$ cat config.mk
export PLATFORM = sky130hd
export DESIGN_NAME = fixed_point_multiplier_flat
export DESIGN_NICKNAME = d
export VERILOG_FILES = /design/src/rtl/fixed_point_multiplier_if.sv /design/src/rtl/fixed_point_multiplier.sv /design/src/flat_wrapper.sv
export SDC_FILE = /design/constraint.sdc
export NUM_CORES = 1
export LEC_CHECK = 0
export CAP_MARGIN = 5
export CORE_UTILIZATION = 60
export DETAILED_ROUTE_END_ITERATION = 6
export GPL_ROUTABILITY_DRIVEN = 0
export PLACE_DENSITY_LB_ADDON = 0.15
export SLEW_MARGIN = 20
export SYNTH_ARGS = -nofsm -noshare
export SYNTH_HDL_FRONTEND = slang
export SYNTH_SLANG_ARGS = --single-unit
$ cat constraint.sdc
create_clock -name clk -period 0.8 [get_ports clk]
set_input_delay 0.16 -clock clk [delete_from_list [all_inputs] [get_ports clk]]
set_output_delay 0.16 -clock clk [all_outputs]
set_load 0.01 [all_outputs]
$ cat src/rtl/fixed_point_multiplier_if.sv
// Handshake/data bundle for the fixed-point multiplier: operands with a valid
// flag in, scaled product with a valid flag out.
interface fixed_point_multiplier_if #(
  parameter int DATA_WIDTH = 10
);
  logic                         in_valid;
  logic signed [DATA_WIDTH-1:0] coef;
  logic signed [DATA_WIDTH-1:0] data;
  logic                         out_valid;
  logic signed [DATA_WIDTH-1:0] product;

  modport master (
    output in_valid, coef, data,
    input  out_valid, product
  );

  modport slave (
    input  in_valid, coef, data,
    output out_valid, product
  );
endinterface

$ cat src/rtl/fixed_point_multiplier.sv
// Two-stage signed fixed-point multiplier: full-precision product, then
// rescale by FRAC_BITS with optional round-half-up and optional saturation.
module fixed_point_multiplier #(
  parameter int DATA_WIDTH = 10,
  parameter int FRAC_BITS  = 8,
  parameter int ROUND      = 0,
  parameter int SATURATE   = 0
) (
  input  logic                    clk,
  input  logic                    rst_n,
  fixed_point_multiplier_if.slave bus
);
  localparam int PW = 2 * DATA_WIDTH;
  localparam int RW = PW + 1;

  // Rounding constant lives in RW bits so P + 2^(FRAC_BITS-1) never overflows.
  localparam logic signed [RW-1:0] RND_C =
      (ROUND != 0 && FRAC_BITS > 0) ? (RW'(1) << ((FRAC_BITS > 0) ? FRAC_BITS - 1 : 0))
                                    : '0;
  localparam logic signed [RW-1:0] SAT_MAX =
      {{(DATA_WIDTH + 2){1'b0}}, {(DATA_WIDTH - 1){1'b1}}};
  localparam logic signed [RW-1:0] SAT_MIN =
      {{(DATA_WIDTH + 2){1'b1}}, {(DATA_WIDTH - 1){1'b0}}};

  logic signed [PW-1:0]         coef_ext;
  logic signed [PW-1:0]         data_ext;
  logic signed [PW-1:0]         prod_d;
  logic signed [PW-1:0]         prod_q;
  logic                         v1_q;
  logic signed [RW-1:0]         sum_d;
  logic signed [RW-1:0]         shifted_d;
  logic                         over_d;
  logic                         under_d;
  logic signed [DATA_WIDTH-1:0] product_d;
  logic signed [DATA_WIDTH-1:0] product_q;
  logic                         out_valid_q;

  assign coef_ext = {{DATA_WIDTH{bus.coef[DATA_WIDTH-1]}}, bus.coef};
  assign data_ext = {{DATA_WIDTH{bus.data[DATA_WIDTH-1]}}, bus.data};
  assign prod_d   = coef_ext * data_ext;

  assign sum_d     = {prod_q[PW-1], prod_q} + RND_C;
  assign shifted_d = sum_d >>> FRAC_BITS;
  assign over_d    = (shifted_d > SAT_MAX);
  assign under_d   = (shifted_d < SAT_MIN);

  always_comb begin
    product_d = shifted_d[DATA_WIDTH-1:0];
    if (SATURATE != 0) begin
      if (over_d) begin
        product_d = SAT_MAX[DATA_WIDTH-1:0];
      end else if (under_d) begin
        product_d = SAT_MIN[DATA_WIDTH-1:0];
      end
    end
  end

  always_ff @(posedge clk or negedge rst_n) begin
    if (!rst_n) begin
      prod_q      <= '0;
      v1_q        <= 1'b0;
      product_q   <= '0;
      out_valid_q <= 1'b0;
    end else begin
      prod_q      <= prod_d;
      v1_q        <= bus.in_valid;
      product_q   <= product_d;
      out_valid_q <= v1_q;
    end
  end

  assign bus.product   = product_q;
  assign bus.out_valid = out_valid_q;
endmodule

$ cat src/flat_wrapper.sv
// flat-port wrapper written by rule: the top's interface ports become plain ports
module fixed_point_multiplier_flat 
#(
  parameter int DATA_WIDTH = 10,
  parameter int FRAC_BITS  = 8,
  parameter int ROUND      = 0,
  parameter int SATURATE   = 0
)
  (clk, rst_n, bus_in_valid, bus_coef, bus_data, bus_out_valid, bus_product);
  fixed_point_multiplier_if #(.DATA_WIDTH(DATA_WIDTH)) bus_i ();
  input  logic clk;
  input  logic rst_n;
  input wire logic [$bits(bus_i.in_valid)-1:0] bus_in_valid;
  input wire logic [$bits(bus_i.coef)-1:0] bus_coef;
  input wire logic [$bits(bus_i.data)-1:0] bus_data;
  output wire logic [$bits(bus_i.out_valid)-1:0] bus_out_valid;
  output wire logic [$bits(bus_i.product)-1:0] bus_product;
  assign bus_i.in_valid = bus_in_valid;
  assign bus_i.coef = bus_coef;
  assign bus_i.data = bus_data;
  assign bus_out_valid = bus_i.out_valid;
  assign bus_product = bus_i.product;
  fixed_point_multiplier #(.DATA_WIDTH(DATA_WIDTH), .FRAC_BITS(FRAC_BITS), .ROUND(ROUND), .SATURATE(SATURATE)) u_core (.clk(clk), .rst_n(rst_n), .bus(bus_i));
endmodule
==> impl_metrics.json <==
{
  "status": "finished, violations left",
  "skew_ns": 0.00661,
  "start_util_pct": 62.6,
  "drive_gt1_share_pct": 42.9,
  "antenna_found_initial": 0,
  "regToRegSetupSlack_ns": 0.29,
  "cp-end-kind": "register",
  "clk_latency_ns": 0.26,
  "die_h_um": 83.9,
  "cp.arrival_ns": 4.48,
  "cts_buffers": 3,
  "p_per_area_nw_per_um2": 4000,
  "die_w_um": 83.9,
  "dr.pass1.iters": 7,
  "pre_cts_ws_ns": -4.30,
  "ys_types": 29,
  "synth_area_sq_um": 4020,
  "critical_path_class": "primary input to register",
  "wirelength_mm": 12.4,
  "worst_slew_pin_slew_ns": 0.288,
  "synth_compound_area_share_pct": 2.61,
  "leakagePower_nw": 2.88,
  "synth-simple-area-share_pct": 13.7,
  "synth_seq_cells": 22,
  "rsz0062_at_grt": "yes",
  "setup_slack_ns": -3.50,
  "setup_viol": 21,
  "clockRootBuffer": "clkbuf_8",
  "synth_adder_area_share_pct": 53.4,
  "cp_slowest_cell": "fa_1",
  "placed_cells_incl_taps": 567,
  "placementRows": 29,
  "syn_to_final_growth_pct": 40.4,
  "fill_cells": 276,
  "ys_warn_count": 0,
  "seq_area_frac_synth_pct": 13.7,
  "syn-num-nets": 565,
  "synth_mux_area_share_pct": 0,
  "cp_top_family": "adder cells",
  "synthArstFlopShare_pct": 100,
  "drtAntennaViolNets": 0,
  "path_buf_inv": 6,
  "grt_overflow_total": 0,
  "cts.sinks": 22,
  "syn_area_per_cell_sq_um": 9.60,
  "clk_pin_slew_ns": 0.08,
  "drv_cap": 0,
  "numPortBuffers": 33,
  "diodes": 0,
  "via_count": 3390,
  "cpPeakStageDelay_ns": 0.60,
  "synth_ff_type": "dfrtp_1",
  "fin_crit_ns": 4.30,
  "cp.required_ns": 0.98,
  "ioPinCount": 34,
  "grtUsageTotal_pct": 30.8,
  "viasPerCell": 5.64,
  "core_area_sq_um": 6420,
  "route.detailed.drc": 2,
  "cp_max_fo": 6,
  "crit_chain": "buf_8 -> buf_6 -> nand2_4 -> fa_1 -> inv_2 -> fa_1 -> fa_2 -> fa_1 -> inv_2 -> fa_1 -> inv_2 -> ha_4 -> and3_4 -> nand4b_1 -> a32oi_2 -> buf_4 -> xor2_1",
  "period_share_pct": 537,
  "cts_tree": "built",
  "yosys.area_share.xor_xnor_pct": 4.79,
  "hold_viol_final": 0,
  "slew_headroom_pct": 80.7,
  "grt_pass1_wl_mm": 16.7,
  "grt_max_degree": 23,
  "synth_edf_count": 0,
  "first_iter_violations": 181,
  "max_freq_mhz": 233,
  "violations": "design-rule violations, negative setup slack",
  "wl_per_cell_um": 20.6,
  "drv_slew": 0,
  "hp-class": "primary input to async pin",
  "post-dp-hpwl_mm": 7.31,
  "syn_inst": 419,
  "synth_top_family_by_area": "adder cells",
  "grt_pass1_vias": 3740,
  "cpMostUsedCell": "fa_1",
  "start_kind": "primary input",
  "peakVddDrop_mv": 5.74,
  "die_area_sq_um": 7040,
  "finalNonFillerCells": 601,
  "fin_nets": 672,
  "htree_num_levels": 1,
  "cts.path.max_buffers": 2
}
per-stage QoR:
step	hold slack [ns]	total power [mW]	cell area (sq um)	util, %	TNS (ns)
2_1_floorplan	-0.136	12.1	4280	-	-32.28
3_3_place_gp	0.332	16.0	4920	76.7	-41.22
3_5_place_dp	0.336	16.7	4920	76.7	-42.14
4_1_cts	0.250	19.7	5340	83.1	-33.20
5_1_grt	0.264	24.2	5650	87.9	-35.34
6_report	0.236	22.6	5650	87.9	-34.14
cell usage in the layout, fill, tap and decap left out, types with 5 or more instances in the layout:
| cell type | instances |
|---|---|
| inv_2 | 23 |
| xor2_1 | 8 |
| buf_6 | 31 |
| ha_1 | 24 |
| and2_4 | 5 |
| buf_4 | 62 |
| ha_4 | 17 |
| buf_8 | 5 |
| fa_2 | 6 |
| nand2_2 | 15 |
| nand2_1 | 33 |
| nand2_4 | 8 |
| buf_2 | 14 |
| fa_1 | 75 |
| and2_1 | 23 |
| nor2_1 | 5 |
| and2_2 | 7 |
| xnor2_1 | 12 |
| inv_1 | 85 |
| dfrtp_1 | 22 |
state kept, by name, summed over array words and instances (netlist names):
signal                count
u_core.prod_q            10
u_core.v1_q               1
u_core.bus.out_valid      1
u_core.bus.product       10
power breakdown:
part,total [mW],switching (mW),internal [mW]
logic,19.9,9.93,9.96
registers,2.01,0.170,1.84
clock network,0.677,0.341,0.336
per-layer routing:
metal	wire length [um]	vias to the layer above	global-route usage, %
met5	0	-	0
met4	876	0	9.56
met3	666	84	3.86
met1	4100	1703	31.9
li1	-	1421	-
met2	6710	182	62.9
cells in the mapped netlist, types with 2 or more instances:
cell type / instances / share of area [%]
a21oi_1: 6 / 0.75
and2_1: 28 / 4.4
and2_2: 7 / 1.3
buf_2: 4 / 0.50
clkbuf_1: 13 / 1.2
dfrtp_1: 22 / 14
fa_1: 81 / 40
ha_1: 42 / 13
inv_1: 109 / 10
nand2_1: 55 / 5.1
nand2b_1: 4 / 0.62
nand4_1: 2 / 0.31
nor2_1: 7 / 0.65
nor2b_1: 2 / 0.31
o21ai_0: 3 / 0.37
xnor2_1: 14 / 3.0
xor2_1: 8 / 1.7
repair_timing:
action,4_1_cts,5_1_grt
hold buffers,0,0
resized for setup,220,61
setup endpoints to repair,21,21
setup buffers,21,12
pin swaps,58,34
kinds of logic (layout without fill, tap and decap cells):
logic type	after synthesis	after routing
buf+inv	126	231
fa+ha+maj	123	123
xor+xnor	22	22
flops	22	22
simple gates	111	111
compound gates	15	15
path summary, 6_finish.rpt:
path                              startpoint               endpoint  cells after the start
max                              bus_coef[4]      u_core.prod_q[16]                     17
min                                    rst_n       u_core.prod_q[9]                      2
max reg2reg                u_core.prod_q[11]  u_core.bus.product[3]                      0
min reg2reg                u_core.prod_q[14]  u_core.bus.product[6]                      0
max in group asynchronous              rst_n      u_core.prod_q[13]                      2
min in group clk                bus_in_valid            u_core.v1_q                      1
area by class of cell:
cell class / instances / area [sq um] / share of cell area, %
multi-input combinational: 271 / 3490 / 61.8
timing repair buffer: 119 / 1060 / 18.7
sequential: 22 / 551 / 9.75
inverter: 109 / 412 / 7.29
tap: 77 / 96.3 / 1.71
clock buffer: 3 / 41.3 / 0.731
Note: power is estimated with default switching activity, not from simulation.
